==> src/rtl/fir_decim_avg.sv <==
// Block-average decimator behind the 1-bit-input FIR: averages 2^DECIM_LOG2 valid samples
// into a one-entry valid/ready output register. Define FIR_DECIM_ROUND_EN for round-half-up.
module fir_decim_avg #(
   parameter int IN_W       = 20,
   parameter int DECIM_LOG2 = 3,
   parameter int CNT_W      = 8
) (
   input  logic              clk,
   input  logic              rst,
   input  logic [IN_W-1:0]   din,
   input  logic              din_valid,
   input  logic              flush,
   output logic [IN_W-1:0]   dout,
   output logic              dout_valid,
   input  logic              dout_ready,
   output logic              overrun,
   input  logic              clr_ovr,
   output logic [CNT_W-1:0]  drop_cnt
);

   localparam int N     = 1 << DECIM_LOG2;
   localparam int ACC_W = IN_W + DECIM_LOG2;
   localparam int PH_W  = (DECIM_LOG2 > 0) ? DECIM_LOG2 : 1;

   localparam logic [PH_W-1:0]  LAST    = PH_W'(N - 1);
   localparam logic [CNT_W-1:0] CNT_MAX = '1;
`ifdef FIR_DECIM_ROUND_EN
   // N/2 is zero for the passthrough case, so no special casing is needed there.
   localparam logic [ACC_W-1:0] RND = ACC_W'(N / 2);
`else
   localparam logic [ACC_W-1:0] RND = '0;
`endif

   logic [ACC_W-1:0] acc;
   logic [ACC_W-1:0] sum;
   logic [ACC_W-1:0] rsum;
   logic [PH_W-1:0]  phase;
   logic [IN_W-1:0]  result;
   logic             done;
   logic             load;
   logic             drop;

   // NOTE: every always_comb output is assigned on every path, so no latch can be inferred.
   always_comb begin
      sum    = acc + ACC_W'(din);
      rsum   = sum + RND;
      result = IN_W'(rsum >> DECIM_LOG2);
      done   = din_valid & ~flush & (phase == LAST);
      load   = done & (~dout_valid | dout_ready);
      drop   = done & dout_valid & ~dout_ready;
   end

   // NOTE: sequential state uses non-blocking assignments so all registers update from pre-edge values.
   always_ff @(posedge clk) begin
      if (rst) begin
         acc   <= '0;
         phase <= '0;
      end else if (flush) begin
         acc   <= '0;
         phase <= '0;
      end else if (din_valid) begin
         if (phase == LAST) begin
            acc   <= '0;
            phase <= '0;
         end else begin
            acc   <= sum;
            phase <= phase + PH_W'(1);
         end
      end
   end

   // Output register: a completed handshake and a new load may share a cycle without a bubble.
   always_ff @(posedge clk) begin
      if (rst) begin
         dout       <= '0;
         dout_valid <= 1'b0;
      end else if (load) begin
         dout       <= result;
         dout_valid <= 1'b1;
      end else if (dout_valid && dout_ready) begin
         dout_valid <= 1'b0;
      end
   end

   // A drop in the same cycle as clr_ovr wins and restarts the count at one.
   always_ff @(posedge clk) begin
      if (rst) begin
         overrun  <= 1'b0;
         drop_cnt <= '0;
      end else if (drop) begin
         overrun <= 1'b1;
         if (clr_ovr)
            drop_cnt <= CNT_W'(1);
         else if (drop_cnt != CNT_MAX)
            drop_cnt <= drop_cnt + CNT_W'(1);
      end else if (clr_ovr) begin
         overrun  <= 1'b0;
         drop_cnt <= '0;
      end
   end

endmodule

==> config.mk <==
export PLATFORM = sky130hd
export DESIGN_NAME = fir_decim_avg
export DESIGN_NICKNAME = d
export VERILOG_FILES = /design/src/rtl/fir_decim_avg.sv
export SDC_FILE = /design/constraint.sdc
export NUM_CORES = 1
export LEC_CHECK = 0
export ABC_AREA = 0
export BUFFER_PORTS_ARGS = -buffer_cell sky130_fd_sc_hd__buf_4
export CAP_MARGIN = 30
export CORE_AREA = 8 8 101 103
export DETAILED_ROUTE_END_ITERATION = 16
export DIE_AREA = 0 0 109 111
export PLACE_DENSITY = 0.59
export SYNTH_ARGS = -nofsm -noshare
export SYNTH_HDL_FRONTEND = slang
export SYNTH_SLANG_ARGS = --single-unit
==> constraint.sdc <==
create_clock -name clk -period 6.6 [get_ports clk]
set_input_delay 0.33 -clock clk [delete_from_list [all_inputs] [get_ports clk]]
set_output_delay 0.33 -clock clk [all_outputs]
set_load 0.02 [all_outputs]
; ---- Yosys cells after proc, flatten, opt, wreduce, memory -nomap -nowiden
; Index checks and enable logic that the tools add are counted.
[word_totals]
wordCells = 36
output_inout_bits = 30
register_bits = 56
in_bits = 26
[classes]
n_reduce_logical = 6
bitwise_logic = 9
mux = 10
n_eq_ne = 2
addsub = 3
[ops]
columns = op, count
row1 = $mux 8, 4
row2 = $add 23x20->23, 1
row3 = $mux 23, 1
row4 = $add 8x1->8 const B, 1
row5 = $ne 8x8->1 const B, 1
row6 = $reduce_bool 2->1, 3
row7 = $and 1x1->1, 5
row8 = $mux 1, 4
row9 = $add 3x1->3 const B, 1
row10 = $eq 3x3->1 const B, 1
row11 = $mux 3, 1
row12 = $not 1->1, 3
row13 = $reduce_and 2->1, 1
row14 = $reduce_or 2->1, 1
row15 = $logic_and 1x1->1, 1
row16 = $or 1x1->1, 1

; ---- Logic depth before layout (Yosys ltp)
; Gate-level depths: netlist of the first run.
[depth]
ltp_word = 7
ltp_mapped = 9
ltp_nobuf = 9

; ---- Least setup slack after synthesis of the first run
; No wires, ideal clock.
[synth_timing]
kind = input port to flip-flop
startpoint = input din[0]
endpoint = register acc[18]
setup_ns = 0.120
required_ns = 6.480
path_slack_ns = 4.365
cell_stages = 9
n_path_buf = 0
t_arrival_ns = 2.116
path_cell_list = ha_1 -> inv_1 -> fa_1 -> nor2b_1 -> o2111ai_1 -> a21oi_1 -> o21ai_0 -> and4_2 -> a211o_1
[synth_via]
elab_chain_len = 2
[synth_rtl]
columns = item, line
row1 = "start, declared", 10  ; input logic [IN_W-1:0] din,
row2 = $add 23x20->23, 45  ; sum = acc + ACC_W'(din);
row3 = $mux 23, 62  ; if (phase == LAST) begin
row4 = "end signal, assigned", 66  ; acc <= sum;
row5 = "end, declared", 34  ; logic [ACC_W-1:0] acc;
; No other way between the ends.
; A chain may end at the register's enable or synchronous reset.

; ---- Final worst setup path of the first run
[layout_timing]
startpoint = register acc[0]
endpoint = register acc[18]
[layout_via]
elab_chain_len = 2
[layout_rtl]
columns = item, line
row1 = $add 23x20->23, 45
row2 = $mux 23, 62
; No other way between the ends.

==> metrics.txt, run 1 <==
Synth Cell Area 3577 um2; drt first-iter violations 213; clock sink count 56; routed len/inst 16.82 um; r2r endpoint acc[18]$_SDFFE_PP0P_; ys async rst share 0%; antenna viol nets, final 0; Syn Nets 497; footprint of the multi-input gates 2278 um2; Num CTS Buffers 5; clk buf depth 2; ANT cells 0; Synth Area in Compound Gates 22.35%; post-synthesis xor/xnor area fraction 2.448%; Post-Synth Simple-Gate Area 29.45%; DRC 0; Worst-Skew Late Latency 0.31 ns; Die W 109 um; final setup margin 4.068 ns; FF-to-FF setup slack 4.07 ns; grt total ovfl 0; Yosys top cell by area dfxtp_1; Synth cell types 69; Avg Cell Area, Syn 8.003 um2; register bit count reported by yosys 56; initial cell density of the core 41.83%; post-synthesis sequential area ratio 31.34%; YS warnings 0; most frequent cells in the layout buf_4 (57), dfxtp_1 (56), nand2_1 (45), nor2_1 (40), nand3_1 (34); root buf cell clkbuf_8; # port buffers 55; post-layout util 48.00%; DR vias 3428; Post-Route Setup TNS 0 ns; mux cell area share after synthesis 0.8395%; PostCTS Resize Cnt 0; number of global-route vias before repair 3370; Critical Path RT 6.81 ns; RR Startpoint acc[0]$_SDFFE_PP0P_; final period utilization 38.36%; Final GP Congestion 0.8901; Hold Path Origin clr_ovr; Cells after Synth 447; Worst-Margin Slew 0.7467 ns; Post-Synth Adder-Cell Area 8.604%; core area 8551 um2; Detailed Route WL 10060 um; RSZ-0062 raised after global routing false; worst hold path type in2reg; hold slack 0.2085 ns; final number of max-transition violations 0; commonest non-fill, non-tap cell in the layout buf_4; largest family of logic cells by synthesized area simple AND/OR/NAND/NOR gates; Setup Slack @ Placement 4.026 ns; DRT Pass-1 Iters 4; hold path depth 2; share of cells above drive strength 1 17.14%; Final Setup Violations 0; Lkg Pwr 1.716 nW; critical path class reg2reg; Area Growth Syn to Fin 14.73%; first-pass GRT wire length 16790 um; Vias/cell 5.732; Setup crit start kind flop; Sequential Area 1121 um2; worst hold endpoint drop_cnt[0]$_SDFFE_PP0P_; worst vdd ir 0.00007623 V; gr usage total 16.70%; EDFF count, synth 0; H-Tree Depth 2; Achievable Freq 0.3950 GHz; run status finished, final reports clean; main flop type after synthesis dfxtp_1; I/O pins 56; clock slew at the register clock pins of the worst setup and hold paths 0.11 ns; CP startpoint acc[0]$_SDFFE_PP0P_; die area 12100 um2; CP Data Arrival Time 2.74 ns; post-detail-place hpwl 7555 um; Worst R2R Path Depth 9; Max-Cap Viols 0; initial antenna violation count 0; Hold-fix buffers, CTS 0; # rows 34; FILL cells 865; setup bufs post-CTS 0; Layout Nets 539; CTS tree built; Clock Skew 0.009144 ns; PwrDens 170.6 nW/um2; Area contributors post-synth dfxtp_1 (31%), ha_1 (8.0%), nand3_1 (4.8%); crit-path max FO 5; Slew HR 50.04%; pin count of the biggest net entering global routing 30; Synth top area share 31.34%; Final Hold Viols 0; crit path time final 2.532 ns; Worst setup EP type flop; die height 111 um
cells by family after synthesis:
logic type / after synthesis
AOI/OAI and AO/OA: 124
xor gates and xnor gates: 10
adders and majority gates: 24
buffers and inverters: 31
DFF: 56
muxes: 3
and+or+nand+nor: 199
cells in the mapped netlist (all sizes together), types with 2 or more instances:
cell and instances:
dfxtp 56, nor3 8, and4 4, nand2 45
and3 7, mux2i 3, nand3b 2, nor2 41
inv 8, o31ai 2, and2 6, a21o 9
xnor2 6, o211a 2, xor2 4, ha 23
a32oi 4, o211ai 7, or3 11, nor3b 2
nand4 8, buf 11, clkbuf 11, a31oi 8
o21a 4, nor2b 5, o311ai 3, a211oi 3
o21ai 31, or4 5, and3b 2, nand3 36
nor4 3, a21oi 33, nand4b 2, nand2b 5
a22oi 5, or2 4, a211o 4, a2111o 2
cell type report:
type / instances / area share, %
clock inverter: 2 / 0.8537
clock buffer: 6 / 1.768
multi-input combinational: 360 / 55.52
sequential: 56 / 27.32
inverter: 9 / 0.8232
tap: 108 / 3.293
timing repair buffer: 57 / 10.43
metrics by stage:
stage	std cells	power [mW]	instance area [um2]
floorplan	447	0.4458	3577
global placement	590	0.4768	3996
detailed placement	590	0.4773	3996
CTS	598	0.7040	4104
global route	598	0.7320	4104
finish	598	0.7002	4104
critical path, cell delays in order, from the launching register on:
cell and delay [ns]:
dfxtp_1 0.36, ha_1 0.16, inv_1 0.05, fa_1 0.37, nor2b_1 0.23, o2111ai_1 0.19, a21oi_1 0.31, o21ai_0 0.22
and4_2 0.29, a211o_1 0.26
sequential cells by signal (all words and copies together) (netlist names):
name,flops
acc,23
dout,20
dout_valid,1
drop_cnt,8
overrun,1
phase,3
power breakdown:
part / total (mW) / internal (mW) / switching (mW)
sequential: 0.348 / 0.344 / 0.00392
clock: 0.229 / 0.113 / 0.116
combinational: 0.123 / 0.0473 / 0.0760
total: 0.700 / 0.504 / 0.196
worst max path at each step:
stage                                       end  cells past startpoint
after floorplan            acc[18]$_SDFFE_PP0P_                      9
after global placement    dout[11]$_SDFFE_PP0P_                     10
after detailed placement  dout[11]$_SDFFE_PP0P_                     10
after CTS                 dout[11]$_SDFFE_PP0P_                      9
after global routing      dout[11]$_SDFFE_PP0P_                      9
final                      acc[18]$_SDFFE_PP0P_                      9
per-layer routing:
metal / up-vias / GRT usage (%) / wire length (um)
li1: 1744 / - / -
met2: 63 / 27.48 / 4678
met3: 11 / 3.081 / 438
met5: - / 0 / 0
met4: 0 / 4.018 / 118
met1: 1610 / 21.68 / 4823
(Power assumes the default switching activity.)
==> inputs of run 2 (changes only) <==
--- a/config.mk
+++ b/config.mk
@@ -11,7 +11,7 @@
 export CORE_AREA = 8 8 101 103
 export DETAILED_ROUTE_END_ITERATION = 16
 export DIE_AREA = 0 0 109 111
-export PLACE_DENSITY = 0.59
+export PLACE_DENSITY = 0.61
 export SYNTH_ARGS = -nofsm -noshare
 export SYNTH_HDL_FRONTEND = slang
 export SYNTH_SLANG_ARGS = --single-unit
==> constraint.sdc (replaced) <==
create_clock -name clk -period 2.2 [get_ports clk]
set_input_delay 0.11 -clock clk [delete_from_list [all_inputs] [get_ports clk]]
set_output_delay 0.11 -clock clk [all_outputs]
set_load 0.02 [all_outputs]
==> run 2 against run 1 <==
Effect of this change: the run now ends with negative setup slack left; via count up 9.0%; utilization up 8.5 points; clock power up 150%; register-to-register slack worse by 4.1 ns; die area unchanged; sequential power rose to 3.0 times the previous value; hold slack worse by 0.11 ns; total power rose to 3.0 times the previous value; non-clock buffer count up 56; critical path type unchanged.
==> metrics.txt, run 2 (synthesized netlist as in run 1, its figures left out) <==
DR vias 3737; PwrDens 439.3 nW/um2; Vias/cell 5.723; ANT cells 0; Final GP Congestion 0.9865; Final Hold Viols 0; Worst-Skew Late Latency 0.31 ns; final instance area 4833 um2; placed inst area 4353 um2; worst vdd ir 0.0002537 V; gr usage total 18.25%; footprint of the multi-input gates 2596 um2; die height 111 um; number of global-route vias before repair 3596; core area 8551 um2; Num CTS Buffers 5; DRC 0; final number of max-transition violations 0; initial antenna violation count 0; share of cells above drive strength 1 32.48%; H-Tree Depth 2; Critical Path RT 2.44 ns; post-detail-place hpwl 8506 um; routed len/inst 17.42 um; CTS tree built; clk buf depth 2; CP Data Arrival Time 2.47 ns; I/O pins 56; global route hottest layer met2; Worst R2R Path Depth 7; clock sink count 56; Detailed Route WL 11380 um; worst hold path type in2reg; Worst-Margin Slew 0.4525 ns; drt first-iter violations 150; max reg flops 23; # port buffers 55; grt met1 use 22.70%; root buf cell clkbuf_8; Die W 109 um; initial cell density of the core 41.83%; Achievable Freq 0.4484 GHz; Sequential Area 1126 um2; M3 GR Usage 3.256%; first-pass GRT wire length 17920 um; Lkg Pwr 2.000 nW; Setup crit start kind flop; crit-path max FO 8; final period utilization 101.4%; Final Setup Violations 2; Slew HR 69.84%; crit path time final 2.230 ns; DRT Pass-1 Iters 4; post-route insts no fill 653; hold path depth 3; critical path class reg2reg; Post-Route Setup TNS -0.03635 ns; final setup margin -0.02997 ns; antenna viol nets, final 0; run status finished, violations left; GR Util met2 31.12%; Layout Nets 595; Worst setup EP type flop; failing checks negative setup slack; grt total ovfl 0; clock slew at the register clock pins of the worst setup and hold paths 0.10 ns; RSZ-0062 raised after global routing true; Max-Cap Viols 0; most frequent cells in the layout buf_4 (110), dfxtp_1 (54), nand2_1 (45), nor2_1 (38), nand3_1 (33); Clock Skew 0.005037 ns; Setup Slack @ Placement -0.1005 ns; biggest regs acc x23, dout x20, drop_cnt x8; # rows 34; hold slack 0.1017 ns; Area Growth Syn to Fin 35.12%; die area 12100 um2; pin count of the biggest net entering global routing 23; commonest non-fill, non-tap cell in the layout buf_4; FILL cells 806; dpl cells 637; Biggest register acc
## run 2: cell count changes in the layout (fill, tap and decap cells not counted), sizes merged
cell	before	now
buf	57	112
bufinv	1	0
clkinv	2	1
dlygate4sd3	0	1
inv	8	9
## run 2: repair_timing
action	4_1_cts	5_1_grt
setup buffers	3	6
hold buffers	1	0
endpoints found under the setup margin	11	24
gates resized for setup	21	46
hold endpoints to repair	1	0
pin swaps	7	30
## run 2: worst max-delay path, cell delays in order, from the launching register on
cell and delay [ns]:
dfxtp_1 0.35, ha_4 0.33, inv_2 0.04, or4_4 0.54, nand4_4 0.13, nand3_2 0.10, or4_4 0.50, a31oi_4 0.16
## run 2: report_power, final
group          switching [mW]  internal [mW]
clock                   0.343          0.224
combinational           0.275          0.235
sequential             0.0153           1.03
total                   0.633           1.49
## run 2: per-layer routing
metal | share of wire, % | vias up
met1 | 44 | 1767
met3 | 6.0 | 13
met5 | 0 | -
met2 | 49 | 106
met4 | 1.3 | 0
li1 | - | 1851
## run 2: per-stage QoR
step                      util, %  total power, mW
final                       56.53            2.124
after global routing        56.53            2.227
after CTS                   53.31            2.092
after detailed placement    50.91            1.496
after global placement      50.91            1.495
after floorplan                 -            1.338
## run 2: layout make-up
class	count	area share, %
clock buffer	6	1.501
inverter	9	0.7507
clock inverter	1	0.1812
timing repair buffer	113	17.76
sequential	56	23.30
multi-input combinational	360	53.71
tap	108	2.796
## run 2: final timing paths
path,startpoint,end,slack (ns)
max,acc[14]$_SDFFE_PP0P_,acc[22]$_SDFFE_PP0P_,-0.03
min,dout_ready,dout_valid$_SDFFE_PP0P_,0.10
max reg2reg,acc[14]$_SDFFE_PP0P_,acc[22]$_SDFFE_PP0P_,-0.03
min reg2reg,dout[7]$_SDFFE_PP0P_,dout[7]$_SDFFE_PP0P_,0.46
==> inputs of run 3 (changes only) <==
--- a/config.mk
+++ b/config.mk
@@ -6,12 +6,13 @@
 export NUM_CORES = 1
 export LEC_CHECK = 0
 export ABC_AREA = 0
-export BUFFER_PORTS_ARGS = -buffer_cell sky130_fd_sc_hd__buf_4
 export CAP_MARGIN = 30
 export CORE_AREA = 8 8 101 103
+export CTS_CLUSTER_SIZE = 16
 export DETAILED_ROUTE_END_ITERATION = 16
 export DIE_AREA = 0 0 109 111
-export PLACE_DENSITY = 0.61
+export DONT_BUFFER_PORTS = 1
+export PLACE_DENSITY = 0.55
 export SYNTH_ARGS = -nofsm -noshare
 export SYNTH_HDL_FRONTEND = slang
 export SYNTH_SLANG_ARGS = --single-unit
==> run 3 against run 2 <==
Effect of this change: the run still ends with negative setup slack left; die area stayed put; utilization is 3.3 points lower; critical path depth is 1 higher; register-to-register slack better by 0.02 ns; setup slack better by 0.022 ns.
==> metrics.txt, run 3 (synthesized netlist as in run 1, its figures left out) <==
Final Setup Violations 1; number of global-route vias before repair 3372; worst vdd ir 0.0002717 V; Area Growth Syn to Fin 27.28%; # port buffers 0; post-detail-place hpwl 8177 um; clock sink count 56; I/O pins 56; Lkg Pwr 1.776 nW; RSZ-0062 raised after global routing true; CP Data Arrival Time 2.41 ns; final number of max-transition violations 0; most frequent cells in the layout buf_4 (62), dfxtp_1 (50), nand2_1 (44), nor2_1 (38), nand3_1 (34); crit-path max FO 7; core area 8551 um2; Detailed Route WL 11410 um; die area 12100 um2; ANT cells 0; Final Hold Viols 0; Layout Nets 552; max reg flops 23; Achievable Freq 0.4530 GHz; initial antenna violation count 0; FF-to-FF setup slack -0.008 ns; die height 111 um; PwrDens 495.5 nW/um2; antenna viol nets, final 0; run status finished, violations left; root buf cell clkbuf_8; DR vias 3575; failing checks negative setup slack; DRC 0; crit path time final 2.208 ns; Die W 109 um; Final GP Congestion 0.8930; # rows 34; grt total ovfl 0; initial cell density of the core 41.83%; Biggest register acc; Max-Cap Viols 0; final setup margin -0.007610 ns; Worst setup EP type flop; final period utilization 100.3%; drt first-iter violations 225; clk buf depth 2; Critical Path RT 2.40 ns; DRT Pass-1 Iters 4; Worst-Margin Slew 0.7823 ns; critical path class reg2reg; commonest non-fill, non-tap cell in the layout buf_4; Num CTS Buffers 5; Worst-Skew Late Latency 0.32 ns; Clock Skew 0.01179 ns; H-Tree Depth 2; clock slew at the register clock pins of the worst setup and hold paths 0.11 ns; worst hold path type in2reg; gr usage total 18.26%; first-pass GRT wire length 17880 um; Slew HR 47.79%; pin count of the biggest net entering global routing 23; routed len/inst 18.68 um; Tot Pwr 2.256 mW; share of cells above drive strength 1 27.04%; Vias/cell 5.851; CTS tree built; post-layout util 53.25%; Setup crit start kind flop; biggest regs acc x23, dout x20, drop_cnt x8
[run 3: changes by cell type in the layout (fill, tap and decap cells not counted), sizes merged]
cell,before,now
clkinvlp,0,1
bufinv,0,1
dlygate4sd3,1,7
clkbuf,6,5
buf,112,63
[run 3: worst max-delay path: stages, from the launching register on]
cell	delay (ns)
dfxtp_2	0.35
ha_4	0.30
buf_4	0.12
nand3_1	0.09
buf_4	0.17
nor4_1	0.43
o21ai_2	0.12
and4_2	0.25
a211o_1	0.27
[run 3: area by class of cell]
class                      count  area (um2)
fill                         831        3998
multi-input combinational    360        2591
sequential                    56        1131
timing repair buffer          70       546.8
tap                          108       135.1
clock buffer                   5       68.82
clock inverter                 3       46.29
inverter                       9       33.78
[run 3: per-layer routing]
| metal | routed length (um) | GRT usage (%) | vias up |
|---|---|---|---|
| met2 | 5430 | 28.94 | 72 |
| met5 | 0 | 0 | - |
| li1 | - | - | 1761 |
| met4 | 205 | 4.932 | 0 |
| met1 | 5106 | 23.55 | 1728 |
| met3 | 671 | 4.826 | 14 |
[run 3: stage by stage]
stage / setup TNS, ns / hold WS (ns) / cells / setup WS (ns) / cell area [um2]
after floorplan: -0.007340 / 0.2056 / 447 / -0.007340 / 3581
after global placement: -0.04006 / 0.1850 / 585 / -0.01847 / 3963
after detailed placement: -0.4188 / 0.1848 / 585 / -0.1039 / 3963
after CTS: -0.0004499 / 0.01632 / 601 / -0.0004499 / 4219
after global routing: -0.4604 / 0.03665 / 611 / -0.08791 / 4553
final: -0.007610 / 0.03761 / 611 / -0.007610 / 4553
[run 3: worst paths after layout]
check                       start               endpoint  cells after the start
max          acc[16]$_SDFFE_PP0P_   acc[18]$_SDFFE_PP0P_                      8
min                           rst  dout[18]$_SDFFE_PP0P_                      3
max reg2reg  acc[16]$_SDFFE_PP0P_   acc[18]$_SDFFE_PP0P_                      8
min reg2reg  acc[12]$_SDFFE_PP0P_   acc[12]$_SDFFE_PP0P_                      2
[run 3: power by group]
| group | internal, mW | switching [mW] | total, mW |
|---|---|---|---|
| registers | 1.03 | 0.0162 | 1.05 |
| clock network | 0.344 | 0.377 | 0.721 |
| logic | 0.228 | 0.259 | 0.487 |
[run 3: repair_timing]
item | in CTS | in global routing
hold buffers | 6 | 1
endpoints found under the hold margin | 15 | 1
endpoints found under the setup margin | 8 | 23
pin swaps | 5 | 27
setup buffers | 2 | 9
resized for setup | 16 | 52
